<file path="src/rtl/audio_step_sequencer_if.sv">
// Control, pattern-write and channel-output bundle of the step sequencer.
// Carries no state and adds no latency.
// No backpressure: writes and start/stop strobes are accepted on the cycle they are presented.
interface audio_step_sequencer_if #(
  parameter int DEPTH = 16
);
  localparam int AW = $clog2(DEPTH);

  // host side: pattern write port and playback control
  logic          wr_en_i;
  logic [AW-1:0] wr_addr_i;
  logic [63:0]   wr_data_i;
  logic          start_i;
  logic          stop_i;
  logic          loop_i;
  logic [AW:0]   len_i;

  // sequencer side: status and mixer channel configuration
  logic          busy_o;
  logic [AW-1:0] step_o;
  logic          done_o;
  logic          ch0_en_o;
  logic [2:0]    ch0_gen_sel_o;
  logic [15:0]   ch0_freq_o;
  logic [7:0]    ch0_volume_o;
  logic          ch1_en_o;
  logic [2:0]    ch1_gen_sel_o;
  logic [15:0]   ch1_freq_o;
  logic [7:0]    ch1_volume_o;

  modport master (
    output wr_en_i, wr_addr_i, wr_data_i, start_i, stop_i, loop_i, len_i,
    input  busy_o, step_o, done_o,
           ch0_en_o, ch0_gen_sel_o, ch0_freq_o, ch0_volume_o,
           ch1_en_o, ch1_gen_sel_o, ch1_freq_o, ch1_volume_o
  );

  modport slave (
    input  wr_en_i, wr_addr_i, wr_data_i, start_i, stop_i, loop_i, len_i,
    output busy_o, step_o, done_o,
           ch0_en_o, ch0_gen_sel_o, ch0_freq_o, ch0_volume_o,
           ch1_en_o, ch1_gen_sel_o, ch1_freq_o, ch1_volume_o
  );
endinterface

</file>
<file path="src/rtl/audio_step_sequencer.sv">
// Two-channel step sequencer feeding the audio mixer's per-channel configuration from a pattern RAM.
// Step 0 appears on the edge that samples start; each step lasts max(dur,1) ticks plus an optional note-off gap.
// No backpressure: pattern writes land in any state, stop aborts on the next edge, start while busy is dropped.
module audio_step_sequencer #(
  parameter int DEPTH     = 16,
  parameter int TICK_DIV  = 12000,
  parameter int GAP_TICKS = 1
) (
  input  logic                  clk_i,
  input  logic                  rst_i,
  audio_step_sequencer_if.slave bus
);

  localparam int AW     = $clog2(DEPTH);
  localparam int AW1    = AW + 1;
  localparam int PW     = (TICK_DIV > 1) ? $clog2(TICK_DIV) : 1;
  // duration counter must hold both an 8-bit step duration and the gap length
  localparam int CW     = (GAP_TICKS > 256) ? $clog2(GAP_TICKS) : 8;
  localparam int GAP_M1 = (GAP_TICKS > 0) ? GAP_TICKS - 1 : 0;

  localparam logic [PW-1:0] PRE_LAST = PW'(TICK_DIV - 1);
  localparam logic [AW:0]   LEN_MAX  = AW1'(DEPTH);

  typedef struct packed {
    logic        en;
    logic [2:0]  gen_sel;
    logic [15:0] freq;
    logic [7:0]  volume;
  } ch_t;

  typedef struct packed {
    logic [7:0] dur;
    ch_t        ch1;
    ch_t        ch0;
  } entry_t;

  typedef enum logic [1:0] {IDLE, PLAY, GAP} state_t;

  entry_t        ram [DEPTH];

  state_t        state;
  logic [PW-1:0] pre;
  logic [CW-1:0] dcnt;
  logic [7:0]    dur_m1;
  logic [AW-1:0] step;
  logic [AW-1:0] last_idx;
  logic          busy;
  logic          done;
  ch_t           ch0;
  ch_t           ch1;

  logic          tick;
  logic          play_last;
  logic          gap_last;
  logic          at_last;
  logic          do_advance;
  logic          do_finish;
  logic          do_load;
  logic [AW:0]   len_sel;
  logic [AW-1:0] len_last;
  logic [AW-1:0] load_idx;
  entry_t        ld;
  logic [7:0]    ld_dur_m1;

  // pattern RAM: host writes land in any state; the array is deliberately not reset
  always_ff @(posedge clk_i) begin
    if (bus.wr_en_i) begin
      ram[bus.wr_addr_i] <= entry_t'(bus.wr_data_i);
    end
  end

  // tick/end-of-step detection, next-step selection and length clamping
  always_comb begin
    tick       = (pre == PRE_LAST);
    play_last  = tick && (dcnt == CW'(dur_m1));
    gap_last   = tick && (dcnt == CW'(GAP_M1));
    at_last    = (step == last_idx);
    // with no gap the step advances straight out of PLAY
    do_advance = ((state == PLAY) && play_last && (GAP_TICKS == 0)) ||
                 ((state == GAP) && gap_last);
    do_finish  = do_advance && at_last && !bus.loop_i;
    do_load    = ((state == IDLE) && bus.start_i) || (do_advance && !do_finish);

    len_sel = bus.len_i;
    if ((bus.len_i == '0) || (bus.len_i > LEN_MAX)) begin
      len_sel = LEN_MAX;
    end
    len_last = AW'(len_sel - AW1'(1));

    // IDLE start and loop wrap both load step 0
    load_idx = '0;
    if ((state != IDLE) && !at_last) begin
      load_idx = step + AW'(1);
    end
    ld        = ram[load_idx];
    ld_dur_m1 = (ld.dur == 8'd0) ? 8'd0 : (ld.dur - 8'd1);
  end

  // playback FSM with registered status and channel outputs
  always_ff @(posedge clk_i) begin
    done <= 1'b0;
    if (rst_i) begin
      state    <= IDLE;
      pre      <= '0;
      dcnt     <= '0;
      dur_m1   <= '0;
      step     <= '0;
      last_idx <= '0;
      busy     <= 1'b0;
      done     <= 1'b0;
      ch0      <= '0;
      ch1      <= '0;
    end else if (bus.stop_i) begin
      // abort: silence the mixer, keep the step index for inspection
      state <= IDLE;
      pre   <= '0;
      dcnt  <= '0;
      busy  <= 1'b0;
      ch0   <= '0;
      ch1   <= '0;
    end else if (do_load) begin
      state  <= PLAY;
      pre    <= '0;
      dcnt   <= '0;
      dur_m1 <= ld_dur_m1;
      step   <= load_idx;
      busy   <= 1'b1;
      ch0    <= ld.ch0;
      ch1    <= ld.ch1;
      // the pattern length is latched only when playback starts
      if (state == IDLE) begin
        last_idx <= len_last;
      end
    end else if (do_finish) begin
      state <= IDLE;
      pre   <= '0;
      dcnt  <= '0;
      busy  <= 1'b0;
      done  <= 1'b1;
      ch0   <= '0;
      ch1   <= '0;
    end else begin
      case (state)
        PLAY: begin
          if (tick) begin
            pre <= '0;
            if (play_last) begin
              // note-off gap: mute both channels, other fields keep their values
              state  <= GAP;
              dcnt   <= '0;
              ch0.en <= 1'b0;
              ch1.en <= 1'b0;
            end else begin
              dcnt <= dcnt + CW'(1);
            end
          end else begin
            pre <= pre + PW'(1);
          end
        end
        GAP: begin
          if (tick) begin
            pre  <= '0;
            dcnt <= dcnt + CW'(1);
          end else begin
            pre <= pre + PW'(1);
          end
        end
        default: begin
          pre  <= '0;
          dcnt <= '0;
        end
      endcase
    end
  end

  assign bus.busy_o        = busy;
  assign bus.step_o        = step;
  assign bus.done_o        = done;
  assign bus.ch0_en_o      = ch0.en;
  assign bus.ch0_gen_sel_o = ch0.gen_sel;
  assign bus.ch0_freq_o    = ch0.freq;
  assign bus.ch0_volume_o  = ch0.volume;
  assign bus.ch1_en_o      = ch1.en;
  assign bus.ch1_gen_sel_o = ch1.gen_sel;
  assign bus.ch1_freq_o    = ch1.freq;
  assign bus.ch1_volume_o  = ch1.volume;

endmodule

</file>
<file path="src/flat_wrapper.sv">
// flat-port wrapper written by rule: the top's interface ports become plain ports
module audio_step_sequencer_flat 
#(
  parameter int DEPTH     = 16,
  parameter int TICK_DIV  = 12000,
  parameter int GAP_TICKS = 1
)
  (clk_i, rst_i, bus_wr_en_i, bus_wr_addr_i, bus_wr_data_i, bus_start_i, bus_stop_i, bus_loop_i, bus_len_i, bus_busy_o, bus_step_o, bus_done_o, bus_ch0_en_o, bus_ch0_gen_sel_o, bus_ch0_freq_o, bus_ch0_volume_o, bus_ch1_en_o, bus_ch1_gen_sel_o, bus_ch1_freq_o, bus_ch1_volume_o);
  audio_step_sequencer_if #(.DEPTH(DEPTH)) bus_i ();
  input  logic clk_i;
  input  logic rst_i;
  input wire logic [$bits(bus_i.wr_en_i)-1:0] bus_wr_en_i;
  input wire logic [$bits(bus_i.wr_addr_i)-1:0] bus_wr_addr_i;
  input wire logic [$bits(bus_i.wr_data_i)-1:0] bus_wr_data_i;
  input wire logic [$bits(bus_i.start_i)-1:0] bus_start_i;
  input wire logic [$bits(bus_i.stop_i)-1:0] bus_stop_i;
  input wire logic [$bits(bus_i.loop_i)-1:0] bus_loop_i;
  input wire logic [$bits(bus_i.len_i)-1:0] bus_len_i;
  output wire logic [$bits(bus_i.busy_o)-1:0] bus_busy_o;
  output wire logic [$bits(bus_i.step_o)-1:0] bus_step_o;
  output wire logic [$bits(bus_i.done_o)-1:0] bus_done_o;
  output wire logic [$bits(bus_i.ch0_en_o)-1:0] bus_ch0_en_o;
  output wire logic [$bits(bus_i.ch0_gen_sel_o)-1:0] bus_ch0_gen_sel_o;
  output wire logic [$bits(bus_i.ch0_freq_o)-1:0] bus_ch0_freq_o;
  output wire logic [$bits(bus_i.ch0_volume_o)-1:0] bus_ch0_volume_o;
  output wire logic [$bits(bus_i.ch1_en_o)-1:0] bus_ch1_en_o;
  output wire logic [$bits(bus_i.ch1_gen_sel_o)-1:0] bus_ch1_gen_sel_o;
  output wire logic [$bits(bus_i.ch1_freq_o)-1:0] bus_ch1_freq_o;
  output wire logic [$bits(bus_i.ch1_volume_o)-1:0] bus_ch1_volume_o;
  assign bus_i.wr_en_i = bus_wr_en_i;
  assign bus_i.wr_addr_i = bus_wr_addr_i;
  assign bus_i.wr_data_i = bus_wr_data_i;
  assign bus_i.start_i = bus_start_i;
  assign bus_i.stop_i = bus_stop_i;
  assign bus_i.loop_i = bus_loop_i;
  assign bus_i.len_i = bus_len_i;
  assign bus_busy_o = bus_i.busy_o;
  assign bus_step_o = bus_i.step_o;
  assign bus_done_o = bus_i.done_o;
  assign bus_ch0_en_o = bus_i.ch0_en_o;
  assign bus_ch0_gen_sel_o = bus_i.ch0_gen_sel_o;
  assign bus_ch0_freq_o = bus_i.ch0_freq_o;
  assign bus_ch0_volume_o = bus_i.ch0_volume_o;
  assign bus_ch1_en_o = bus_i.ch1_en_o;
  assign bus_ch1_gen_sel_o = bus_i.ch1_gen_sel_o;
  assign bus_ch1_freq_o = bus_i.ch1_freq_o;
  assign bus_ch1_volume_o = bus_i.ch1_volume_o;
  audio_step_sequencer #(.DEPTH(DEPTH), .TICK_DIV(TICK_DIV), .GAP_TICKS(GAP_TICKS)) u_core (.clk_i(clk_i), .rst_i(rst_i), .bus(bus_i));
endmodule
</file>
<file path="config.mk">
export PLATFORM = sky130hd
export DESIGN_NAME = audio_step_sequencer_flat
export DESIGN_NICKNAME = d
export VERILOG_FILES = /design/src/rtl/audio_step_sequencer_if.sv /design/src/rtl/audio_step_sequencer.sv /design/src/flat_wrapper.sv
export SDC_FILE = /design/constraint.sdc
export NUM_CORES = 1
export LEC_CHECK = 0
export CAP_MARGIN = 20
export CORE_MARGIN = 2
export CORE_UTILIZATION = 45
export CTS_BUF_LIST = sky130_fd_sc_hd__clkbuf_4 sky130_fd_sc_hd__clkbuf_8 sky130_fd_sc_hd__clkbuf_16
export CTS_CLUSTER_SIZE = 16
export DETAILED_ROUTE_END_ITERATION = 6
export GPL_ROUTABILITY_DRIVEN = 0
export GPL_TIMING_DRIVEN = 1
export MAX_ROUTING_LAYER = met4
export PLACE_DENSITY = 0.76
export REMOVE_ABC_BUFFERS = 1
export SETUP_SLACK_MARGIN = 0.2
export SYNTH_ARGS = -nofsm -noshare
export SYNTH_HDL_FRONTEND = slang
export SYNTH_SLANG_ARGS = --single-unit
</file>
<file path="constraint.sdc">
create_clock -name clk_i -period 7.5 [get_ports clk_i]
set_input_delay 2.25 -clock clk_i [delete_from_list [all_inputs] [get_ports clk_i]]
set_output_delay 2.25 -clock clk_i [all_outputs]
set_load 0.05 [all_outputs]
</file>
Yosys cells after proc, flatten, opt, wreduce, memory -nomap -nowiden
Memories as Yosys holds them, arrays and structs flattened. Cells that the tools add are included.

Memories: 1. Word-level logic and storage cells: 89. Bits in writable memories: 1024. Register bits: 98.

Memories: u_core.ram (words 16, bits a word 64, rd ports 1, clocked after memory_dff 0, write ports 1, line audio_step_sequencer.sv:39) `entry_t ram [DEPTH];`.

Bitwise operators: 2. Reduce and logical (&&, ||, !) cells: 32. Equal/unequal tests: 7. Add/subtract/negate cells: 5. $lt $le $gt $ge: 1. Muxes and demuxes: 24.

Operators by type and width (count): $mux W28 (2); $mux W8 (4); $mux W27 (1); $logic_not A8 Y1 (2); $pmux W8 S2 (1); $add A14 B1 Y14 const B (1); $eq A14 B14 Y1 const B (1); $mux W1 (14); $reduce_and A3 Y1 (3); $reduce_bool A3 Y1 (3); $add A8 B1 Y8 const B (1); $eq A8 B8 Y1 (1); $logic_and A1 B1 Y1 (8); $mux W4 (2); $sub A8 B1 Y8 const B (1); $reduce_or A6 Y1 (1); $gt A5 B5 Y1 const B (1); $logic_not A5 Y1 (1); $add A4 B1 Y4 const B (1); $eq A4 B4 Y1 (1); $ne A2 B1 Y1 const B (2); $reduce_and A2 Y1 (2); $reduce_bool A2 Y1 (2); $reduce_or A2 Y1 (2); 9 further kinds (13).

Longest topological paths before layout
Word-level depth: 10. Gate-level depth with buffers: 15. Gate-level depth less buffers: 11.

Worst setup path before layout
OpenSTA, ideal clock, no wires.

Path type: input-to-reg. Start: input port bus_wr_addr_i[2]. End: memory u_core.ram[0][0] in the netlist's numbering (enable). Slack: -0.179 ns. Arrival time: 7.113 ns. Setup time: 0.565 ns. Stages on the path: 2. Cell sequence: or3b_2 -> nor3_1.

RTL lines: start: declaration (line flat_wrapper.sv:13) `input wire logic [$bits(bus_i.wr_addr_i)-1:0] bus_wr_addr_i;`; end: declaration (line audio_step_sequencer.sv:39).

Straight into the memory's write port.

Worst setup path after layout
Start: register u_core.step[0] (netlist: u_core.bus.step_o[0]). End: register u_core.dur_m1[0].

Longest elaborated chain between the ends: 7.

Ends and longest elaborated chain: start: declaration (line audio_step_sequencer.sv:45) `logic [AW-1:0] step;`; start signal: assignment (line audio_step_sequencer.sv:126) `step <= load_idx;`; parallel branches: the longest is 7 deep, another holds $mem_v2 Z16 W64; end signal: assignment (line audio_step_sequencer.sv:125) `dur_m1 <= ld_dur_m1;`; end: declaration (line audio_step_sequencer.sv:44) `logic [7:0] dur_m1;`.

Several ways; the timed one is not identified. A chain may end at the register's enable or synchronous reset.

==> impl_metrics.json <==
{
  "status": "complete, no violations",
  "cp.arrival_ns": 5.16,
  "maxCapViolations": 0,
  "nNetsFinal": 3136,
  "final_cell_mix": "edfxtp_1, nand2_1, nand3_1, a221oi_1, clkdlybuf4s50_1",
  "peakVddDrop_mv": 0.202,
  "synth_area_leader_cell": "edfxtp_1",
  "crit_path_start": "u_core.bus.step_o[0]$_SDFFE_PP0P_",
  "netlist_area_sq_mm": 0.0431,
  "drtIter0Drc": 3531,
  "finalHoldViolCount": 0,
  "async_flop_share": 0,
  "setup_violations": 0,
  "grt_pass1_vias": 26400,
  "clock_skew_ns": 0.0484,
  "postCtsSetupBuffers": 0,
  "path_cells": "buf_4 -> ha_1 -> xnor2_1 -> nor2_1 -> nand2_4 -> o31ai_1 -> o32a_1 -> ha_1 -> nand3_1 -> or3_1 -> a32o_1",
  "start_util": 0.454,
  "overflow": 0,
  "min_period_ns": 4.62,
  "synth-main-ff-cell": "edfxtp_1",
  "cts_sinks": 1122,
  "rsz0062_at_grt": "no",
  "viasPerCell": 6.10,
  "antenna_found_initial": 3,
  "synth-edff-count": 1024,
  "r2r_end": "u_core.dur_m1[0]$_SDFFE_PP0P_",
  "layout_commonest_cell": "edfxtp_1",
  "r2r_cells": 11,
  "post_cts_resized": 0,
  "critPathMaxFanout": 70,
  "max_freq_mhz": 216,
  "yosysTopAreaCellShare": 0.713,
  "drcViolationCount": 0,
  "cts_hold_repair.buffers": 0,
  "vias": 26900,
  "final_core_util": 0.520,
  "cts_buffers": 104,
  "grt_max_degree": 165,
  "ys_types": 71,
  "dp_hpwl_um": 54400,
  "worst_pin_slew_ns": 1.14,
  "clockBufferDepth": 3,
  "n_fill_cell": 7525,
  "rows": 113,
  "cp.required_ns": 8.04,
  "syn_avg_cell_area_sq_um": 14.5,
  "finalMaxSlewViolations": 0,
  "ioPinCount": 141,
  "powerDensity_mw_per_mm2": 258,
  "crit_path_start_kind": "register",
  "io_buffers": 140,
  "endpoint": "u_core.dur_m1[0]$_SDFFE_PP0P_",
  "drt_wl_total_um": 105000,
  "clkLatencyLatePin_ns": 0.69,
  "cts-root-buf": "clkbuf_16",
  "yosys_warnings": 0,
  "hold_path.class": "register to register",
  "slowest_delay_ns": 0.71,
  "syn_inst": 2975,
  "p_leak_nw": 15.8,
  "ys_seq_elements": 1122,
  "coreArea_sq_mm": 0.0950,
  "clk_pin_slew_ns": 0.06,
  "r2r_start": "u_core.bus.step_o[0]$_SDFFE_PP0P_",
  "netlist_top_cells_area": "edfxtp_1, dfxtp_1, a221oi_1",
  "drive_above_1_share": 0.0889,
  "syn_to_final_growth_pct": 14.5,
  "grt_use_total": 0.216,
  "cts-htree-levels": 3,
  "cts_tree": "built",
  "crit_type": "register to register",
  "grt_first_pass_wirelength_um": 160000,
  "min_path_cells": 1,
  "cpMostUsedCell": "ha_1",
  "ant_nets": 0,
  "final.setup.tns_ns": 0,
  "end_kind": "register",
  "fin_crit_sh": 0.616,
  "slowest_stage": "nand2_4",
  "die_h_um": 314,
  "relSlewSlack": 0.241,
  "r2r_slack_ns": 2.88,
  "dr.pass1.iters": 6,
  "drt-wirelength-per-cell_um": 23.8,
  "ys_seq_area_frac": 0.759,
  "die-area_sq_mm": 0.0983,
  "die_w_um": 314
}
[state kept, by name, summed over array words and instances (netlist names), 2 cells and up]
name,cells
u_core.bus.ch0_freq_o,16
u_core.bus.ch0_gen_sel_o,3
u_core.bus.ch0_volume_o,8
u_core.bus.ch1_freq_o,16
u_core.bus.ch1_gen_sel_o,3
u_core.bus.ch1_volume_o,8
u_core.bus.step_o,4
u_core.dcnt,8
u_core.dur_m1,8
u_core.last_idx,4
u_core.pre,14
u_core.ram,1024
u_core.state,2
[area by class of cell]
| cell class | count | area, sq um | area share |
|---|---|---|---|
| antenna | 3 | 7.51 | 0.000152 |
| clock buffer | 146 | 3000 | 0.0607 |
| clock inverter | 50 | 452 | 0.00914 |
| inverter | 12 | 50.0 | 0.00101 |
| multi-input combinational | 1616 | 9670 | 0.196 |
| sequential | 1122 | 32700 | 0.662 |
| tap | 1265 | 1580 | 0.0320 |
| timing repair buffer | 192 | 1930 | 0.0390 |
[Yosys cell counts (22+ instances only)]
cell type / number
clkbuf_1: 195
a22o_1: 57
edfxtp_1: 1024
nand2_1: 499
nor3_1: 122
a221oi_1: 215
nand3_1: 238
dfxtp_1: 98
a21oi_1: 71
a31oi_1: 66
nor2_1: 60
a22oi_1: 22
a311oi_1: 55
xnor2_1: 22
[cell families (layout without fill, tap and decap cells)]
| logic type | after synthesis | count (layout) | synth area share |
|---|---|---|---|
| flops | 1122 | 1122 | 0.759 |
| simple gates | 977 | 977 | 0.0998 |
| compound gates | 569 | 569 | 0.104 |
| buf+inv | 237 | 400 | 0.0214 |
| xor+xnor | 42 | 42 | 0.00870 |
| mux | 19 | 19 | 0.00514 |
| fa+ha+maj | 9 | 9 | 0.00261 |
| other cells | 0 | 3 | 0 |
[power by group]
| group | internal (mW) | switching (mW) | total [mW] |
|---|---|---|---|
| clock | 2.98 | 2.26 | 5.24 |
| combinational | 0.155 | 0.369 | 0.524 |
| sequential | 6.95 | 0.0414 | 7.00 |
| total | 10.1 | 2.67 | 12.8 |
[worst min path at each step]
stage,startpoint,endpoint,slack (ns)
3_3_place_gp,u_core.pre[0]$_SDFF_PP0_,u_core.pre[0]$_SDFF_PP0_,0.45
2_1_floorplan,u_core.pre[0]$_SDFF_PP0_,u_core.pre[0]$_SDFF_PP0_,0.43
5_1_grt,u_core.bus.ch0_freq_o[12]$_SDFFE_PP0P_,u_core.bus.ch0_freq_o[12]$_SDFFE_PP0P_,0.49
6_report,u_core.pre[0]$_SDFF_PP0_,u_core.pre[0]$_SDFF_PP0_,0.47
3_5_place_dp,u_core.pre[0]$_SDFF_PP0_,u_core.pre[0]$_SDFF_PP0_,0.45
4_1_cts,u_core.pre[0]$_SDFF_PP0_,u_core.pre[0]$_SDFF_PP0_,0.47
[layer usage]
layer	global-route usage	part of all wire	wire length, um
met1	0.287	0.40	42100
met4	0.0610	0.023	2380
met5	-	0	0
met2	0.345	0.49	51800
met3	0.0352	0.081	8540
[stage by stage]
step                instances  setup slack (ns)  cell area [sq um]  power [mW]  hold slack, ns
floorplan                2750            -29.89              42200        7.48           0.426
global placement         4203              2.32              45800        7.63           0.448
detailed placement       4203              2.27              45800        7.65           0.454
CTS                      4399              2.91              49300        12.8           0.470
global route             4406              2.61              49400        13.1           0.495
finish                   4406              2.88              49400        12.8           0.466
[critical path, delay by kind of cell, from the launching register on]
family,cells,cell delay (ns)
AND/OR/NAND/NOR,4,1.98
XOR/XNOR,1,0.20
adder cells (fa/ha/maj),2,0.52
AO/OA/AOI/OAI,3,1.11
buffers and inverters,1,0.39
flip-flops,1,0.31
No activity file was read; power rests on OpenSTA's default activity.
